`src/rtl/dma_sync_fifo.sv`:
```
// Single-clock DMA buffer FIFO with registered read data, programmable almost-flags,
// occupancy count and synchronous flush. Define FIFO_ERR_FLAGS_EN to build sticky overflow/underflow flags.
module dma_sync_fifo #(
  parameter int DATA_WIDTH = 32,
  parameter int ADDR_WIDTH = 4,
  parameter int AE_LEVEL   = 2,
  parameter int AF_LEVEL   = 14
) (
  input  logic                  clk,
  input  logic                  reset,
  input  logic                  clear,
  input  logic                  wr_en,
  input  logic [DATA_WIDTH-1:0] wr_data,
  output logic                  wr_ack,
  output logic                  full,
  output logic                  almost_full,
  input  logic                  rd_en,
  output logic [DATA_WIDTH-1:0] rd_data,
  output logic                  rd_valid,
  output logic                  empty,
  output logic                  almost_empty,
  output logic [ADDR_WIDTH:0]   level,
  output logic                  overflow,
  output logic                  underflow
);

  localparam int DEPTH = 1 << ADDR_WIDTH;
  localparam int LW    = ADDR_WIDTH + 1;

  localparam logic [LW-1:0]         DEPTH_L = LW'(DEPTH);
  localparam logic [LW-1:0]         AE_L    = LW'(AE_LEVEL);
  localparam logic [LW-1:0]         AF_L    = LW'(AF_LEVEL);
  localparam logic [LW-1:0]         LVL_ONE = LW'(1);
  localparam logic [ADDR_WIDTH-1:0] PTR_ONE = ADDR_WIDTH'(1);

  logic [DATA_WIDTH-1:0] mem_q [DEPTH];

  logic [ADDR_WIDTH-1:0] wr_ptr_q, wr_ptr_d;
  logic [ADDR_WIDTH-1:0] rd_ptr_q, rd_ptr_d;
  logic [LW-1:0]         level_q, level_d;
  logic [DATA_WIDTH-1:0] rd_data_q, rd_data_d;
  logic                  wr_ack_q, wr_ack_d;
  logic                  rd_valid_q, rd_valid_d;
  logic                  full_q, full_d;
  logic                  afull_q, afull_d;
  logic                  empty_q, empty_d;
  logic                  aempty_q, aempty_d;

  logic rd_accept;
  logic wr_accept;
  logic do_rd;
  logic do_wr;

  // A write is allowed at full when a read frees a slot on the same edge.
  always_comb begin
    rd_accept = rd_en && !empty_q;
    wr_accept = wr_en && (!full_q || rd_accept);
    do_rd     = rd_accept && !clear;
    do_wr     = wr_accept && !clear;

    wr_ptr_d  = wr_ptr_q;
    rd_ptr_d  = rd_ptr_q;
    level_d   = level_q;
    rd_data_d = rd_data_q;

    if (clear) begin
      wr_ptr_d = '0;
      rd_ptr_d = '0;
      level_d  = '0;
    end else begin
      if (do_wr) begin
        wr_ptr_d = wr_ptr_q + PTR_ONE;
      end
      if (do_rd) begin
        rd_ptr_d  = rd_ptr_q + PTR_ONE;
        rd_data_d = mem_q[rd_ptr_q];
      end
      unique case ({do_wr, do_rd})
        2'b10:   level_d = level_q + LVL_ONE;
        2'b01:   level_d = level_q - LVL_ONE;
        default: level_d = level_q;
      endcase
    end

    wr_ack_d   = do_wr;
    rd_valid_d = do_rd;

    // Status comes from the next level so it lines up with level after the edge.
    full_d   = (level_d == DEPTH_L);
    afull_d  = (level_d >= AF_L);
    empty_d  = (level_d == '0);
    aempty_d = (level_d <= AE_L);
  end

  always_ff @(posedge clk) begin
    if (do_wr) begin
      mem_q[wr_ptr_q] <= wr_data;
    end
  end

  always_ff @(posedge clk or posedge reset) begin
    if (reset) begin
      wr_ptr_q   <= '0;
      rd_ptr_q   <= '0;
      level_q    <= '0;
      rd_data_q  <= '0;
      wr_ack_q   <= 1'b0;
      rd_valid_q <= 1'b0;
      full_q     <= 1'b0;
      afull_q    <= 1'b0;
      empty_q    <= 1'b1;
      aempty_q   <= 1'b1;
    end else begin
      wr_ptr_q   <= wr_ptr_d;
      rd_ptr_q   <= rd_ptr_d;
      level_q    <= level_d;
      rd_data_q  <= rd_data_d;
      wr_ack_q   <= wr_ack_d;
      rd_valid_q <= rd_valid_d;
      full_q     <= full_d;
      afull_q    <= afull_d;
      empty_q    <= empty_d;
      aempty_q   <= aempty_d;
    end
  end

`ifdef FIFO_ERR_FLAGS_EN
  logic ovf_q, ovf_d;
  logic udf_q, udf_d;

  always_comb begin
    ovf_d = ovf_q;
    udf_d = udf_q;
    if (clear) begin
      ovf_d = 1'b0;
      udf_d = 1'b0;
    end else begin
      if (wr_en && full_q && !rd_accept) ovf_d = 1'b1;
      if (rd_en && empty_q)              udf_d = 1'b1;
    end
  end

  always_ff @(posedge clk or posedge reset) begin
    if (reset) begin
      ovf_q <= 1'b0;
      udf_q <= 1'b0;
    end else begin
      ovf_q <= ovf_d;
      udf_q <= udf_d;
    end
  end

  assign overflow  = ovf_q;
  assign underflow = udf_q;
`else
  assign overflow  = 1'b0;
  assign underflow = 1'b0;
`endif

  assign wr_ack       = wr_ack_q;
  assign rd_valid     = rd_valid_q;
  assign rd_data      = rd_data_q;
  assign level        = level_q;
  assign full         = full_q;
  assign almost_full  = afull_q;
  assign empty        = empty_q;
  assign almost_empty = aempty_q;

endmodule

```
`config.mk`:
```
export PLATFORM = sky130hd
export DESIGN_NAME = dma_sync_fifo
export DESIGN_NICKNAME = d
export VERILOG_FILES = /design/src/rtl/dma_sync_fifo.sv
export SDC_FILE = /design/constraint.sdc
export NUM_CORES = 1
export LEC_CHECK = 0
export CORE_ASPECT_RATIO = 0.7
export CORE_MARGIN = 2
export CORE_UTILIZATION = 50
export CTS_CLUSTER_SIZE = 14
export DETAILED_ROUTE_END_ITERATION = 6
export HOLD_SLACK_MARGIN = 0.03
export PLACE_DENSITY = 0.67
export SETUP_SLACK_MARGIN = 0.05
export SYNTH_ARGS = -nofsm -noshare
export SYNTH_HDL_FRONTEND = slang
export SYNTH_SLANG_ARGS = --single-unit
```
`constraint.sdc`:
```
create_clock -name clk -period 5.4 [get_ports clk]
set_clock_uncertainty 0.05 [all_clocks]
set_input_delay 1.08 -clock clk [delete_from_list [all_inputs] [get_ports clk]]
set_output_delay 1.08 -clock clk [all_outputs]
set_load 0.05 [all_outputs]
```
Word-level counts from Yosys, hierarchy flattened
Memories as Yosys holds them, arrays and structs flattened. A register that Yosys moved wholly into a read port is not among the register bits. Cells that the tools add are included.

Equality and inequality tests: 3. Reductions and logical operators: 12. $lt $le $gt $ge: 2. Muxes and demuxes: 8. Bitwise logic cells: 1. Add/subtract/negate cells: 4.

Operator list (count): two-way mux 4 bit (4); one-hot mux 5 bit (2 select lines) (1); adder 4 x 1 -> 4 bit, second input constant (2); adder 5 x 1 -> 5 bit, second input constant (1); equality test 5 bit, second input constant (1); greater-or-equal comparator 5 x 4 -> 1 bit, second input constant (1); less-or-equal comparator 5 x 2 -> 1 bit, second input constant (1); zero test 5 bit (1); two-way mux 5 bit (1); subtractor 5 x 1 -> 5 bit, second input constant (1); logical AND 1 bit (4); nonzero test 2 bit (2); zero test 1 bit (3); equality test 2 x 1 -> 1 bit, second input constant (1); equality test 2 bit, second input constant (1); two-way mux 1 bit (2); AND reduction 2 bit (1); logical OR 1 bit (1); inverter 1 bit (1).

Bits in writable memories: 512. Memories: 1. Input port bits: 37. Logic and storage cells: 40. Flip-flop bits (word level): 19. Output and inout port bits: 45.

Memory list: mem_q (depth 16, width 32, rd ports 1, clocked after memory_dff 1, wr ports 1, line 36) `logic [DATA_WIDTH-1:0] mem_q [DEPTH];`.

Depth between registers and ports, before layout
Gate-level depths: netlist of run 1.

Depth in word-level cells: 9. Depth in mapped cells: 15. Depth with buffers taken out: 12.

Least setup slack after synthesis of run 1
Ideal clock, no wire load.

Path type: input -> register. From: input port rd_en. To: register afull_q, in the netlist almost_full. Required time: 5.267 ns. Setup slack: 1.391 ns. Stages on the path: 15. Data arrival time: 3.876 ns. Library setup time: 0.083 ns. Buffers on the path: 4. Path through: nor2b_1 clkbuf_1 nand2b_1 clkbuf_1 clkbuf_1 inv_1 ha_1 clkbuf_1 xor2_1 ha_1 a21oi_1 mux2i_1 xor2_1 or4_1 o21ai_0.

Elaborated cells between the ends (all ways): 10. Those cells by class: order compare (1); eq/ne (2); mux (2); reduce/logical (5).

RTL lines: from (decl) (line 17) `input logic rd_en,`; logical AND 1 bit * (line 56) `rd_accept = rd_en && !empty_q;`; logical AND 1 bit * (line 58) `do_rd = rd_accept && !clear;`; via do_rd (line 51) `logic do_rd;`; equality test 2 x 1 -> 1 bit / equality test 2 bit (equally long branches) (line 78) `unique case ({do_wr, do_rd})`; one-hot mux 5 bit (2 select lines) * (line 78); two-way mux 5 bit * (line 66) `if (clear) begin`; greater-or-equal comparator 5 x 4 -> 1 bit * (line 90) `afull_d = (level_d >= AF_L);`; via afull_d (line 45) `logic afull_q, afull_d;`; to (signal assigned) (line 121) `afull_q <= afull_d;`; to (decl) (line 45).

The timed path passes the listed nets; every way through them passes the cells marked *. A chain may end at the register's enable or synchronous reset.

Worst setup path in the final report of run 1
From: input port rd_en. To: register full_q, in the netlist full.

Cells in the longest elaborated chain, start to end: 8. Elaborated cells between the ends (all ways): 10. Those cells by class: eq/ne (3); mux (2); reduce/logical (5).

RTL lines: logical AND 1 bit * (line 56); logical OR 1 bit * (line 57) `wr_accept = wr_en && (!full_q || rd_accept);`; logical AND 1 bit * (line 57); logical AND 1 bit * (line 59) `do_wr = wr_accept && !clear;`; via do_wr (line 52) `logic do_wr;`; equality test 2 x 1 -> 1 bit / equality test 2 bit (equally long branches) (line 78); one-hot mux 5 bit (2 select lines) * (line 78); two-way mux 5 bit * (line 66); equality test 5 bit * (line 89) `full_d = (level_d == DEPTH_L);`; via full_d (line 44) `logic full_q, full_d;`; to (signal assigned) (line 120) `full_q <= full_d;`; to (decl) (line 44).

Marks and branches as above.

==> summary.txt, run 1 <==
CTS
  • CTS sink count: 563
  • CTS buffer count: 50
  • Post-CTS Setup Repair Bufs: 0
  • Post-CTS Hold Buffers: 0
  • CTS max path bufs: 3
  • CTS HTree Levels: 2
  • Worst-Skew Late Latency: just under 0.6 ns
  • Root Driver: clkbuf_16
  • CTS resizes: 0
  • TritonCTS clock tree: yes
  • Clock slew at reported path FFs: around 0.060 ns

Finish
  • Fin util: 0.580
  • Finished Layout Cells: about 1,700
  • Fraction of layout cells with a size suffix above 1: 0.244
  • Nets: roughly 1,100
  • N_diodes: 0
  • Syn-to-layout area delta: 14.0%

GRT
  • Pin count of the biggest net entering global routing: 66
  • Total GRT Usage: 0.207
  • Vias in the first global route: approximately 10,000
  • Met1 Use GR: 0.313
  • GR peak layer: met2
  • Met2 Track Usage GR: 0.324
  • First-pass GRT wire length: approximately 68,000 microns
  • Routing usage on met3: 0.0350
  • Gr ovfl total: 0
  • Antenna violations before repair: 0

Placement
  • PortBufs: slightly below 80
  • Placed Cells: 1,576
  • Post-DP HPWL: 23,900 microns
  • Place WS: 0.672 ns
  • GPL Wtd Cong: just under 0.8

Synth
  • Cell area after synthesis: 0.0216 sq mm
  • Synth top area cells: edfxtp_1 (71%), mux4_2 (13%), dfrtp_1 (5.7%)
  • Fraction of registers with async set/reset: 0.0906
  • Sequential fraction of the synthesis area: 0.769
  • Mean Syn Cell Area: ~22 sq um
  • Distinct cells, synth: 43
  • Commonest cells in the netlist: edfxtp_1 (512), mux4_2 (128), dfrtp_1 (49)
  • Yosys warns: 0
  • Post-synth EDFFs: between 500 and 600
  • Count leader, synth: edfxtp_1
  • Synth top area share: 0.710
  • Top cell type by total area after synthesis: edfxtp_1
  • Syn Inst Count: ~1,000
  • Primary FF master, synth: edfxtp_1
  • Synth Register Bits: ~560

Setup path
  • Reg-to-reg endpoint: full
  • Crit-path cells: clkdlybuf4s50_1 > nor2b_1 > o21ai_1 > nor2_1 > inv_1 > ha_1 > xor2_1 > ha_1 > a21oi_1 > mux2i_1 > xor2_1 > and2_1 > nor4b_1
  • Critical Path AT: between 4 and 5 ns
  • Launch point of the worst path: rd_en
  • Setup crit end: full
  • Internal reg-to-reg setup slack: 1.87 ns
  • Buf/Inv on CP: 2
  • Worst-path fanout max: 9
  • CP top delay family: simple AND/OR/NAND/NOR gates
  • Max incr delay on CP: 0.48 ns
  • CP Capture Type: flop
  • Worst Path Required: between 5 and 6 ns
  • Reg2reg path depth: 12
  • Critical path depth: 13
  • Critical path launch point type: input pin
  • Reg2reg start: empty
  • Slowest CP cell: nor2b_1
  • Worst Path Class, Setup: input pin to flop

Die
  • Die area: 0.0450 sq mm
  • Starting Density: 0.509
  • Die W: roughly 250 microns
  • # rows: 63
  • # IOs: 82
  • Core box area: roughly 0.043 sq mm
  • Die height: around 180 microns

Timing
  • Count of final hold-check violations: 0
  • Setup ws final: roughly 1.3 ns
  • Final setup viols: 0
  • Ratio of final minimum period to clock period: 0.765
  • Unrepaired setup endpoints after global routing: false
  • Final Slew Violations: 0
  • Max-slew headroom: 0.265
  • Total negative slack: 0 ns
  • Crit path time final: about 4.1 ns
  • Fmax: between 200 and 250 MHz
  • Worst-Margin Slew: around 1.1 ns

Pwr
  • VDD IR max: 264 uV
  • Pwr Density: ~390 mW/mm^2
  • LEAKAGE: 7.70 nW
  • Pwr Total: approximately 9.5 mW

Drt
  • Drt pass-1 iters: 5
  • Antenna viol nets, final: 0
  • DRC Markers: 0
  • Routed wire length: 45,300 microns
  • Drt wl/cell: ~27 microns
  • DRT iter0 DRCs: approximately 970
  • Vias/cell: around 6
  • Vias post-DR: between 10,000 and 15,000

Hold path
  • Worst hold path class: flop to flop
  • Hold Path Cell Cnt: 1

Flow run
  • Max-Cap Viols: 0

Status
  • Run status: finished, final reports clean
==> per-layer routing <==
layer  routed length (microns)  share of wire
met5                         0              0
met4                       486          0.011
met3                      2810          0.062
met2                     21500           0.47
met1                     20500           0.45
==> placed cells by master, fill, tap and decap left out, types with 12 or more instances in the layout <==
master,Yosys,layout
edfxtp_1,512,512
mux4_2,128,128
clkdlybuf4s50_1,0,79
clkbuf_16,0,50
dfrtp_1,49,46
mux2i_1,36,36
nor3_1,33,33
mux2_2,32,32
a221o_1,32,32
nor2_1,21,16
clkbuf_1,33,16
inv_1,14,13
and2_2,0,12
==> worst register-to-register path, cell delays in order, from the launching register on <==
cell     delay, ns
dfstp_2       0.38
nor2b_1       0.46
o21ai_1       0.35
nor2_1        0.31
inv_1         0.11
ha_1          0.30
xor2_1        0.20
ha_1          0.23
a21oi_1       0.15
mux2i_1       0.23
xor2_1        0.23
and2_1        0.20
nor4b_1       0.22
==> how the worst min path moves through the flow <==
stage | to | start
after floorplan | wr_ptr_q[1] | wr_ptr_q[1]
after global placement | rd_data[4] | rd_data[4]
after detailed placement | rd_data[9] | rd_data[9]
after CTS | rd_data[9] | rd_data[9]
after global routing | rd_data[12] | rd_data[12]
final | rd_data[7] | rd_data[7]
==> power breakdown <==
part           internal (mW)  switching [mW]  total [mW]  leakage, nW
clock                   1.87            1.52        3.40        0.763
sequential              4.89           0.114        5.01         5.26
combinational          0.462           0.662        1.12         1.67
==> logic make-up (layout without fill, tap and decap cells) <==
kind of cell / after synthesis / in the layout / synth area share
compound gates: 51 / 51 / 0.0205
flops: 563 / 563 / 0.769
xor+xnor: 7 / 7 / 0.00283
other cells: 1 / 2 / 0.000173
fa+ha+maj: 8 / 8 / 0.00462
mux: 196 / 196 / 0.166
simple gates: 88 / 88 / 0.0211
buf+inv: 72 / 201 / 0.0151
==> stage by stage <==
step,area [sq um],hold WS (ns)
2_1_floorplan,21700,0.513
3_3_place_gp,23100,0.448
3_5_place_dp,23100,0.448
4_1_cts,24700,0.467
5_1_grt,24700,0.490
6_report,24700,0.460
==> state kept, by name, summed over array words and instances, names as in the netlist, 4 cells and up <==
| register | flops |
|---|---|
| level | 5 |
| wr_ptr_q | 4 |
| rd_ptr_q | 4 |
| rd_data | 32 |
| mem_q | 512 |
==> final cells by class <==
| cell class | count | area (sq um) |
|---|---|---|
| clock buffers | 74 | 1420 |
| clock inverters | 18 | 126 |
| fillers | 3060 | 17900 |
| inverters | 14 | 52.6 |
| multi-input cells | 352 | 4730 |
| flip-flops and latches | 563 | 16700 |
| well taps | 552 | 691 |
| repair buffers | 95 | 986 |
Power figures use the tool's default switching activity.
==> inputs of run 2 (changes only) <==
--- a/config.mk
+++ b/config.mk
@@ -11,7 +11,7 @@
 export CTS_CLUSTER_SIZE = 14
 export DETAILED_ROUTE_END_ITERATION = 6
 export HOLD_SLACK_MARGIN = 0.03
-export PLACE_DENSITY = 0.67
+export PLACE_DENSITY = 0.7
 export SETUP_SLACK_MARGIN = 0.05
 export SYNTH_ARGS = -nofsm -noshare
 export SYNTH_HDL_FRONTEND = slang
==> constraint.sdc (replaced) <==
create_clock -name clk -period 3.7 [get_ports clk]
set_clock_uncertainty 0.05 [all_clocks]
set_input_delay 0.74 -clock clk [delete_from_list [all_inputs] [get_ports clk]]
set_output_delay 0.74 -clock clk [all_outputs]
set_load 0.05 [all_outputs]
==> run 2 against run 1 <==
Compared with the run above:
- flip-flop and latch count is the same
- critical path type unchanged
- via count grew 0.43%
- critical path depth is the same
- highest routed layer unchanged
- hold slack gained 0.0012 ns
==> summary.txt, run 2 (same netlist as run 1, synthesis figures left out) <==
Timing
  • Max-slew headroom: 0.353 (+0.0886)
  • Setup ws final: 0.792 ns (-0.478 ns)
  • Unrepaired setup endpoints after global routing: false
  • Fmax: around 340 MHz
  • Worst-Margin Slew: 0.970 ns (-0.133 ns)
  • Crit path time final: ~2.9 ns
  • Count of final hold-check violations: 0 (unchanged)
  • Total negative slack: 0 ns (unchanged)
  • Ratio of final minimum period to clock period: 0.786
  • Final setup viols: 0 (unchanged)
  • Final Slew Violations: 0 (unchanged)

GRT
  • First-pass GRT wire length: 66,000 microns (-2.5%)
  • Pin count of the biggest net entering global routing: 66 (unchanged)
  • Gr ovfl total: 0 (unchanged)
  • Vias in the first global route: 10,278 (+0.28%)
  • Total GRT Usage: 0.201 (-0.00595)
  • Antenna violations before repair: 0 (unchanged)

Pwr
  • LEAKAGE: 7.85 nW (+1.9%)
  • VDD IR max: 438 uV (+66%)
  • Pwr Density: 553 mW/mm^2 (+43%)

Die
  • Core box area: 0.0426 sq mm (unchanged)
  • # rows: 63 (unchanged)
  • # IOs: 82 (unchanged)
  • Die height: 178 microns (unchanged)
  • Die area: 0.0450 sq mm (unchanged)
  • Die W: 253 microns (unchanged)
  • Starting Density: 0.509 (unchanged)

CTS
  • TritonCTS clock tree: yes
  • Post-CTS Hold Buffers: 0 (unchanged)
  • CTS HTree Levels: 2 (unchanged)
  • Root Driver: clkbuf_16
  • Worst-Skew Late Latency: 0.57 ns (about the same)
  • CTS resizes: 0 (unchanged)
  • CTS sink count: 563 (unchanged)
  • Clock slew at reported path FFs: 0.06 ns (about the same)
  • CTS buffer count: 51 (+2.0%)
  • Post-CTS Setup Repair Bufs: 0 (unchanged)
  • CTS max path bufs: 3 (unchanged)

Placement
  • GPL Wtd Cong: 0.761 (-1.5%)
  • Place WS: 0.240 ns (-0.431 ns)
  • Area after DPL: 0.0235 sq mm (+1.5%)
  • Placed Cells: 1,601 (+1.6%)
  • Post-DP HPWL: 23,900 microns (+0.15%)
  • PortBufs: 79 (unchanged)

Finish
  • Finished Layout Cells: 1,694 (+1.6%)
  • Nets: 1,147 (+2.3%)
  • N_diodes: 0 (unchanged)
  • Syn-to-layout area delta: 15.5%
  • Fraction of layout cells with a size suffix above 1: 0.257 (+0.0137)
  • Most common cell after layout, fill and taps aside: edfxtp_1
  • Reg with most FFs: mem_q
  • Max reg flops: 512 (unchanged)
  • Final instance area: 0.0250 sq mm (+1.3%)
  • Most frequent cells in the layout: edfxtp_1 (512), mux4_2 (128), clkdlybuf4s50_1 (79)

Setup path
  • Max incr delay on CP: 0.44 ns (-0.04 ns)
  • Internal reg-to-reg setup slack: 0.98 ns (-0.89 ns)
  • Reg2reg start: empty
  • Worst Path Required: 4.10 ns (-1.72 ns)
  • Slowest CP cell: clkdlybuf4s50_1
  • Worst-path fanout max: 3 (-6)
  • Worst Path Class, Setup: input pin to flop
  • CP Capture Type: flop
  • Critical Path AT: 3.31 ns (-1.24 ns)
  • Critical path launch point type: input pin
  • Crit-path cells: clkdlybuf4s50_1 > nor2b_1 > o21ai_1 > nor2_1 > inv_1 > ha_1 > xor2_1 > ha_1 > a21oi_1 > mux2i_1 > xor2_1 > and2_1 > nor4b_1
  • Launch point of the worst path: rd_en

Flow run
  • Max-Cap Viols: 0 (unchanged)

Hold path
  • Worst hold path class: input pin to async pin

Drt
  • Routed wire length: 44,000 microns (-2.8%)
  • Drt wl/cell: 26.0 microns (-4.3%)
  • DRT iter0 DRCs: 853 (-12%)
  • Antenna viol nets, final: 0 (unchanged)
  • Vias post-DR: 10,125 (+0.43%)
  • DRC Markers: 0 (unchanged)
  • Drt pass-1 iters: 5 (unchanged)
  • Vias/cell: 5.98 (-1.1%)

Status
  • Run status: finished, final reports clean
## run 2: cell count changes in the layout (fill, tap and decap cells not counted), sizes merged
cell      change
buf          +25
clkbuf        +4
clkinv        -3
clkinvlp      +2
bufinv        -1
inv           -1
## run 2: per-stage QoR
stage | utilization | power [mW] | hold WS (ns)
3_3_place_gp | 0.552 | 9.09 | 0.453
3_5_place_dp | 0.552 | 9.11 | 0.451
4_1_cts | 0.587 | 14.0 | 0.439
2_1_floorplan | - | 8.49 | 0.513
5_1_grt | 0.587 | 14.3 | 0.472
6_report | 0.587 | 13.8 | 0.461
## run 2: power by group
part / total, mW / switching (mW) / internal (mW)
Sequential: 7.30 / 0.158 / 7.14
Combinational: 1.66 / 0.968 / 0.694
Clock: 4.87 / 2.18 / 2.69
## run 2: layout make-up
cell class	count	area, sq um
clock buffers	78	1450
inverters	14	52.6
multi-input cells	352	4730
fillers	3008	17600
flip-flops and latches	563	16700
well taps	552	691
repair buffers	120	1340
clock inverters	15	80.1
## run 2: final timing paths
check | to | cells past startpoint
min in group clk | rd_data[11] | 1
worst max-delay path | full | 13
worst min-delay path | rd_data[20] | 2
worst min register to register | rd_data[11] | 1
max in group asynchronous | almost_empty | 3
worst max register to register | full | 12
## run 2: layer usage
metal | track usage | up-vias | routed length [microns]
met5 | 0 | - | 0
met4 | 0.0409 | 0 | 685
met3 | 0.0369 | 54 | 2820
met2 | 0.316 | 308 | 20800
met1 | 0.299 | 5418 | 19700
li1 | - | 4345 | -
## run 2: worst max-delay path: cells and delay by family
| kind | cells | cell delay, ns |
|---|---|---|
| adder cells (fa/ha/maj) | 2 | 0.44 |
| XOR/XNOR | 2 | 0.40 |
| buffers and inverters | 2 | 0.52 |
| multiplexers | 1 | 0.24 |
| AO/OA/AOI/OAI | 2 | 0.26 |
| AND/OR/NAND/NOR | 4 | 0.70 |
